<file path="src/rtl/fp_ctrl_pkg.sv">
// Shared types and constants for the floating-point add/subtract control unit.
package fp_ctrl_pkg;

    localparam int NORM_MAX = 24;
    localparam int COUNT_W  = 5;
    localparam int EXP_MAX  = 254;
    localparam int EXP_MIN  = 1;

    typedef enum logic [2:0] {
        IDLE,
        COMPARE,
        ALIGN,
        ADD,
        NORM,
        ROUND,
        CHECK,
        DONE
    } state_e;

endpackage

</file>
<file path="src/rtl/fp_add_control_norm_counter.sv">
// Iteration counter bounding the left-shift normalize loop.
module norm_counter #(
    parameter int COUNT_W  = 5,
    parameter int NORM_MAX = 24
) (
    input  logic clk,
    input  logic reset,
    input  logic clr_i,
    input  logic inc_i,
    output logic at_max_o
);

    logic [COUNT_W-1:0] cnt_q, cnt_d;

    assign at_max_o = (cnt_q == COUNT_W'(NORM_MAX));

    // Saturates at NORM_MAX so a stuck-low msb flag cannot wrap the count.
    always_comb begin
        cnt_d = cnt_q;
        if (clr_i)
            cnt_d = '0;
        else if (inc_i && !at_max_o)
            cnt_d = cnt_q + 1'b1;
    end

    always_ff @(posedge clk) begin
        if (reset)
            cnt_q <= '0;
        else
            cnt_q <= cnt_d;
    end

endmodule

</file>
<file path="src/rtl/fp_add_control.sv">
// Sequencer for the single-precision add/subtract datapath: compare, align,
// add, normalize loop, round and one optional renormalize pass.
module fp_add_control #(
    parameter int NORM_MAX = fp_ctrl_pkg::NORM_MAX,
    parameter int COUNT_W  = fp_ctrl_pkg::COUNT_W
) (
    input  logic clk,
    input  logic reset,
    input  logic start,
    input  logic sub,
    input  logic exp_a_menor,
    input  logic mant_carry,
    input  logic mant_msb,
    input  logic mant_zero,
    input  logic exp_overflow,
    input  logic exp_underflow,
    input  logic round_carry,
    output logic decisor_mux_expoentes,
    output logic decisor_mux_expoente_escolhido,
    output logic decisor_mux_escolhe_shift_right,
    output logic decisor_mux_entrada_dois_ula,
    output logic decisor_mux_saida_big_ula,
    output logic decisor_shift_right_left,
    output logic subtrador_Somador_subtrador,
    output logic alu_sub,
    output logic exp_en,
    output logic mant_en,
    output logic round_en,
    output logic busy,
    output logic done,
    output logic overflow,
    output logic underflow
);
    import fp_ctrl_pkg::*;

    state_e state_q, state_d;

    logic sub_q, a_small_q, a_small_d, renorm_q;
    logic ovf_q, unf_q;
    logic mux_exp_q, mux_esc_q, mux_shr_q, mux_b_q, mux_out_q;
    logic alu_sub_q, exp_en_q, mant_en_q, round_en_q, busy_q, done_q;
    logic accept, in_norm, shr, shl, renorm_go, at_max;

    assign accept    = (state_q == IDLE) && start;
    assign in_norm   = (state_q == NORM);
    assign shr       = in_norm && !mant_zero && mant_carry;
    assign shl       = in_norm && !mant_zero && !mant_carry && !mant_msb && !at_max;
    assign renorm_go = (state_q == CHECK) && round_carry && !renorm_q;
    assign a_small_d = accept ? exp_a_menor : a_small_q;

    norm_counter #(
        .COUNT_W  (COUNT_W),
        .NORM_MAX (NORM_MAX)
    ) u_norm_counter (
        .clk      (clk),
        .reset    (reset),
        .clr_i    (accept || renorm_go),
        .inc_i    (shl),
        .at_max_o (at_max)
    );

    always_comb begin
        state_d = state_q;
        case (state_q)
            IDLE:    if (start) state_d = COMPARE;
            COMPARE: state_d = ALIGN;
            ALIGN:   state_d = ADD;
            ADD:     state_d = NORM;
            NORM: begin
                if (mant_zero)
                    state_d = DONE;
                else if (mant_carry)
                    state_d = exp_overflow ? DONE : ROUND;
                else if (shl)
                    state_d = exp_underflow ? DONE : NORM;
                else
                    state_d = ROUND;
            end
            ROUND:   state_d = CHECK;
            CHECK:   state_d = renorm_go ? NORM : DONE;
            DONE:    state_d = IDLE;
            default: state_d = IDLE;
        endcase
    end

    // Outputs are decoded from the next state so they line up with the state.
    always_ff @(posedge clk) begin
        if (reset) begin
            state_q    <= IDLE;
            sub_q      <= 1'b0;
            a_small_q  <= 1'b0;
            renorm_q   <= 1'b0;
            ovf_q      <= 1'b0;
            unf_q      <= 1'b0;
            mux_exp_q  <= 1'b0;
            mux_esc_q  <= 1'b0;
            mux_shr_q  <= 1'b0;
            mux_b_q    <= 1'b0;
            mux_out_q  <= 1'b0;
            alu_sub_q  <= 1'b0;
            exp_en_q   <= 1'b0;
            mant_en_q  <= 1'b0;
            round_en_q <= 1'b0;
            busy_q     <= 1'b0;
            done_q     <= 1'b0;
        end else begin
            state_q   <= state_d;
            a_small_q <= a_small_d;
            if (accept) begin
                sub_q    <= sub;
                ovf_q    <= 1'b0;
                unf_q    <= 1'b0;
                renorm_q <= 1'b0;
            end
            if (shr && exp_overflow)
                ovf_q <= 1'b1;
            if (shl && exp_underflow)
                unf_q <= 1'b1;
            if (renorm_go)
                renorm_q <= 1'b1;

            mux_exp_q  <= (state_d == COMPARE) && a_small_d;
            mux_shr_q  <= (state_d == ALIGN) && !a_small_q;
            mux_b_q    <= (state_d == ALIGN) && !a_small_q;
            // The first NORM of an operation consumes the raw big-ULA sum.
            mux_out_q  <= (state_d == NORM) && (state_q != ADD);
            mux_esc_q  <= (state_d == NORM) && (state_q != ADD);
            alu_sub_q  <= (state_d == ADD) && sub_q;
            exp_en_q   <= (state_d == COMPARE);
            mant_en_q  <= (state_d == ADD) || (state_d == ROUND);
            round_en_q <= (state_d == ROUND);
            busy_q     <= (state_d != IDLE);
            done_q     <= (state_d == DONE);
        end
    end

    // Shift strobes follow the flags of the current NORM cycle so a right
    // shift costs no extra cycle; they are gated by the registered state.
    assign decisor_mux_expoentes           = mux_exp_q;
    assign decisor_mux_expoente_escolhido  = mux_esc_q;
    assign decisor_mux_escolhe_shift_right = mux_shr_q;
    assign decisor_mux_entrada_dois_ula    = mux_b_q;
    assign decisor_mux_saida_big_ula       = mux_out_q;
    assign decisor_shift_right_left        = shr;
    assign subtrador_Somador_subtrador     = shl;
    assign alu_sub                         = alu_sub_q;
    assign exp_en                          = exp_en_q | shr | shl;
    assign mant_en                         = mant_en_q | shr | shl;
    assign round_en                        = round_en_q;
    assign busy                            = busy_q;
    assign done                            = done_q;
    assign overflow                        = ovf_q;
    assign underflow                       = unf_q;

endmodule

</file>
<file path="config.mk">
export PLATFORM = sky130hd
export DESIGN_NAME = fp_add_control
export DESIGN_NICKNAME = d
export VERILOG_FILES = /design/src/rtl/fp_ctrl_pkg.sv /design/src/rtl/fp_add_control_norm_counter.sv /design/src/rtl/fp_add_control.sv
export SDC_FILE = /design/constraint.sdc
export NUM_CORES = 1
export LEC_CHECK = 0
export CORE_MARGIN = 2
export CORE_UTILIZATION = 50
export CTS_BUF_LIST = sky130_fd_sc_hd__clkbuf_4 sky130_fd_sc_hd__clkbuf_8
export CTS_CLUSTER_DIAMETER = 80
export DETAILED_ROUTE_END_ITERATION = 8
export GPL_ROUTABILITY_DRIVEN = 0
export PLACE_DENSITY_LB_ADDON = 0.25
export SLEW_MARGIN = 25
export SYNTH_ARGS = -nofsm -noshare
export SYNTH_HDL_FRONTEND = slang
export SYNTH_SLANG_ARGS = --single-unit
</file>
<file path="constraint.sdc">
create_clock -name clk -period 3.8 [get_ports clk]
set_clock_uncertainty 0.1 [all_clocks]
set_input_delay 0.76 -clock clk [delete_from_list [all_inputs] [get_ports clk]]
set_output_delay 0.76 -clock clk [all_outputs]
set_load 0.03 [all_outputs]
</file>
* After elaboration in Yosys (flattened, before gate mapping)
Index checks and enable logic that the tools add are counted.
** Cells by class
- Add/subtract/negate cells :: 1
- Eq/ne operators :: 15
- Muxes and demuxes :: 13
- Bitwise gates (word level) :: 4
- Reduce and logical (&&, ||, !) cells :: 29
** Operator list (count)
- $pmux W3 S8 :: 1
- $eq A3 B3 Y1 const B :: 7
- $logic_and A1 B1 Y1 :: 15
- $eq A3 B2 Y1 const B :: 4
- $mux W2 :: 6
- $eq A3 B1 Y1 const B :: 2
- $logic_not A1 Y1 :: 6
- $reduce_bool A2 Y1 :: 3
- $add A5 B1 Y5 const B :: 1
- $eq A5 B5 Y1 const B :: 1
- $mux W1 :: 5
- $or A1 B1 Y1 :: 4
- $logic_not A3 Y1 :: 1
- $mux W3 :: 1
- $ne A3 B2 Y1 const B :: 1
- $reduce_bool A3 Y1 :: 1
- $logic_or A1 B1 Y1 :: 2
- $reduce_or A2 Y1 :: 1
** Word-level totals
- Bits in registers :: 22
- Input bits :: 11
- Output and inout port bits :: 15
- Logic and storage cells :: 78

* Logic depth before layout (Yosys ltp)
- Depth in word-level cells :: 11
- Gate-level depth with buffers :: 6

* By module
From an unflattened synthesis, not the netlist that was laid out.
** Unflattened totals
- Cell total of the unflattened synthesis :: 106
- Area, all modules :: 1029.7 sq um
** By module, submodules not included
- fp_add_control :: times used 1, cells an instance 78, area an instance 739.5 sq um
- norm_counter :: times used 1, cells an instance 28, area an instance 290.3 sq um

* Least setup slack after synthesis
OpenSTA, ideal clock, no wires.
- Path type :: input to output
- Start point :: input mant_zero
- End point :: output exp_en
- Arrival :: 1679 ps
- Required time :: 2940 ps
- Path slack :: 1261 ps
- Cell stages on the path :: 4
- Path buffers :: 0
- Path through :: nor4b_4 nand3_1 nand2_1 or2_2
** On the way
- Word-level cells in the longest chain between the ends :: 6
- Elaborated cells on any way between the ends :: 8
** Ends and longest elaborated chain
- from (decl) :: line fp_add_control.sv:14 : input logic mant_zero,
- $logic_not A1 Y1 * :: line fp_add_control.sv:46, fp_add_control.sv:47
- $logic_and A1 B1 Y1 * :: line fp_add_control.sv:46, fp_add_control.sv:47
- $logic_and A1 B1 Y1 (3 in series) :: line fp_add_control.sv:47 : assign shl = in_norm && !mant_zero && !mant_carry && !mant_msb && !at_max;
- $or A1 B1 Y1 * :: line fp_add_control.sv:147 : assign exp_en = exp_en_q | shr | shl;
- to (decl) :: line fp_add_control.sv:26 : output logic exp_en,
Mark *: on every way between the ends. The rest lies on a longest branch, timed or not.

* Worst setup path in the final report
- Start point :: input mant_zero
- End point :: output mant_en
** On the way
- Word-level cells in the longest chain between the ends :: 6
- Elaborated cells on any way between the ends :: 8
** Ends and longest elaborated chain
- $logic_not A1 Y1 * :: line fp_add_control.sv:46, fp_add_control.sv:47
- $logic_and A1 B1 Y1 * :: line fp_add_control.sv:46, fp_add_control.sv:47
- $logic_and A1 B1 Y1 (3 in series) :: line fp_add_control.sv:47
- $or A1 B1 Y1 * :: line fp_add_control.sv:148 : assign mant_en = mant_en_q | shr | shl;
- to (decl) :: line fp_add_control.sv:27 : output logic mant_en,
Marks and branches as above.

==> out/metrics.cfg <==
[sta]
tns_ns=0
setup_violations=0
final-max-slew-violation-count=0
period_needed_ns=3.478
max_freq_mhz=287.6
max_slew_margin_pct=68.48
layout_setup_ws_ns=0.3224
tightest_slew_ns=0.4692
rsz0062_at_grt=no
hold_viol=0
fin_crit_sh_pct=91.52

[setup_path]
cp.arrival_ns=2.62
slowest_delay_ns=0.65
startpoint_type=primary input
worst_setup_path_end_kind=output port
reg2regPathDepth=5
path_cells=clkdlybuf4s50_1 > nor4b_4 > buf_4 > nand2_1 > nand2_1 > or2_2 > clkdlybuf4s50_1
r2r-start=state_q[1]
crit_slowest_cell=clkdlybuf4s50_1
worst_ep_required_time_ns=2.94
crit_type=primary input to output port
regToRegSetupSlack_ns=2.00
reg2reg_to=alu_sub
critical_path_peak_fanout=8

[synthesis]
async_flop_share_pct=0
synth.distinct_cells=35
synth_xor_area_share_pct=4.551
syn_nets=116
syn_area_per_cell_um2=9.341
synth_area_um2=962.2
yosys.area_share.adder_pct=2.601
synth_ff_type=dfxtp_1
ys_seq_elements=22
synth_top_family_by_area=simple AND/OR/NAND/NOR gates
synth_compound_area_share_pct=9.103
muxShareOfSynthArea_pct=2.081
synthCells=103
yosys.area_share.simple_pct=30.04
ys_warn_count=0
synth-edff-count=0
synth-seq-area-share_pct=45.77

[cts]
cts_tree=built
cts_hold_buf=0
worst_skew_pair.late_latency_ns=0.31
cts-root-buf=clkbuf_4
cts_buffers=3
cts_buffer_depth=2
post-cts-setup-buffer-count=0
clk_pin_slew_worst_paths_ns=0.13
clock_sinks=22
htree_levels=1
cts_resized=0

[global_routing]
grt_pass1_vias=717
overflow=0
grt_pass1_wl_mm=3.187
antenna_found_initial=0
grtUsageTotal_pct=20.48
grt_max_degree=14

[worst_hold_path]
min_path_type=register to register
hp-start=sub_q
holdPathStages=2
min_to=alu_sub

[placement]
port_buffers=25
place_area_um2=1229
place_inst=151
dpl.hpwl_mm=1.529
post-place-ws_ns=0.3179

[floorplan]
core_area_um2=1764
die-height_um=47.87
dieArea_um2=2291
die_w_um=47.87
num_rows=15
start_util_pct=54.54
pin_count=26

[job]
maxCapViolations=0

[finish]
fillers=142
fin_util_pct=72.62
top_register=u_norm_counter.cnt_q
fin_cells=155
final_area_um2=1281
multi_input_area_um2=465.4
largestRegisters=u_norm_counter.cnt_q (5), state_q (3)
nNetsFinal=144
largest_reg_flops=5
syn2layout_area_growth_pct=33.16
diodes=0
regArea_um2=440.4
drive_gt1_share_pct=8.462

[drt]
met1_length_um=888
vias=827
met2_length_um=948
drc=0
wl_per_cell_um=12.61
top_layer_used=met4
wl_met3_um=92
ant_nets=0
drt_first_pass_iters=5
drt_iter0_drc=21
totalWireLength_mm=1.954
drt-vias-per-instance=5.335

[power]
p_int_uw=384.8
switching_power_uw=125.2
p_sw_share_pct=24.55
p_leak_uw=0.0005097
ir_worst_vdd_mv=0.2579
pwr-share-comb_pct=16.3
p_per_area_nw_per_um2=398.1
p_clk_share_pct=35.0
p_seq_share_pct=48.7

[outcome]
status=finished, final reports clean

worst max-delay path by stage:
stage	cells past startpoint	end	slack (ns)	from
6_report	7	mant_en	0.32	mant_zero
5_1_grt	7	exp_en	0.24	mant_zero
4_1_cts	7	mant_en	0.32	mant_zero
3_5_place_dp	7	mant_en	0.32	mant_zero
3_3_place_gp	7	mant_en	0.38	mant_zero
2_1_floorplan	4	exp_en	1.26	mant_zero
cells in the mapped netlist, types with 2 or more instances:
master / instances / area [µm²]
inv_1: 7 / 26.28
nor3_1: 5 / 25.02
xor2_1: 3 / 26.28
nand3_1: 3 / 15.01
nand4_1: 3 / 18.77
nand4b_1: 2 / 17.52
buf_4: 2 / 15.01
a21oi_1: 5 / 25.02
and2_1: 2 / 12.51
or2_2: 2 / 12.51
nand2_1: 9 / 33.78
nor2_1: 12 / 45.04
mux2i_1: 2 / 20.02
ha_1: 2 / 25.02
a211oi_1: 2 / 15.01
xnor2_1: 2 / 17.52
dfxtp_1: 22 / 440.4
critical path: cells and delay by family:
kind / cells / cell delay [ns]
buffers and inverters: 3 / 1.31
AND/OR/NAND/NOR: 4 / 0.54
stage by stage:
stage / hold slack (ns) / total power, µW
after global placement: 0.3365 / 334.5
after detailed placement: 0.3489 / 336.1
after CTS: 0.3665 / 510.5
final: 0.3617 / 510.0
after floorplan: 0.3307 / 305.3
after global routing: 0.3731 / 526.1
layout make-up:
class,instances,area share [%]
well taps,25,2.441
repair buffers,27,20.70
flip-flops and latches,22,34.37
inverters,7,2.051
clock inverters,1,2.344
clock buffers,3,1.758
multi-input cells,70,36.33
layout by cell type (no fill, tap or decap), drive strengths merged, types with 3 or more instances in the layout:
master,n
clkdlybuf4s50,25
dfxtp,22
nor2,12
nand2,9
inv,7
nor3,5
a21oi,5
nand4,4
nand3,3
xor2,3
clkbuf,3
logic make-up (layout without fill, tap and decap cells):
| group | Yosys count | after routing |
|---|---|---|
| AND/OR/NAND/NOR | 48 | 48 |
| AO/OA/AOI/OAI | 13 | 13 |
| flip-flops | 22 | 22 |
| XOR/XNOR | 5 | 5 |
| buffers and inverters | 11 | 38 |
| multiplexers | 2 | 2 |
| adder cells (fa/ha/maj) | 2 | 2 |
routing by layer:
layer	GRT usage [%]	vias to the layer above
met5	0	-
met4	8.108	0
met3	3.396	4
met2	33.07	37
met1	27.19	374
li1	-	412
power by group through the flow:
stage	Clock, µW	Sequential, µW	Combinational, µW
final	179	248	82.9
after global routing	186	250	90.4
after CTS	179	248	82.9
after detailed placement	0	253	82.8
after global placement	0	253	81.5
after floorplan	0	257	48.5
Power figures use the tool's default switching activity.
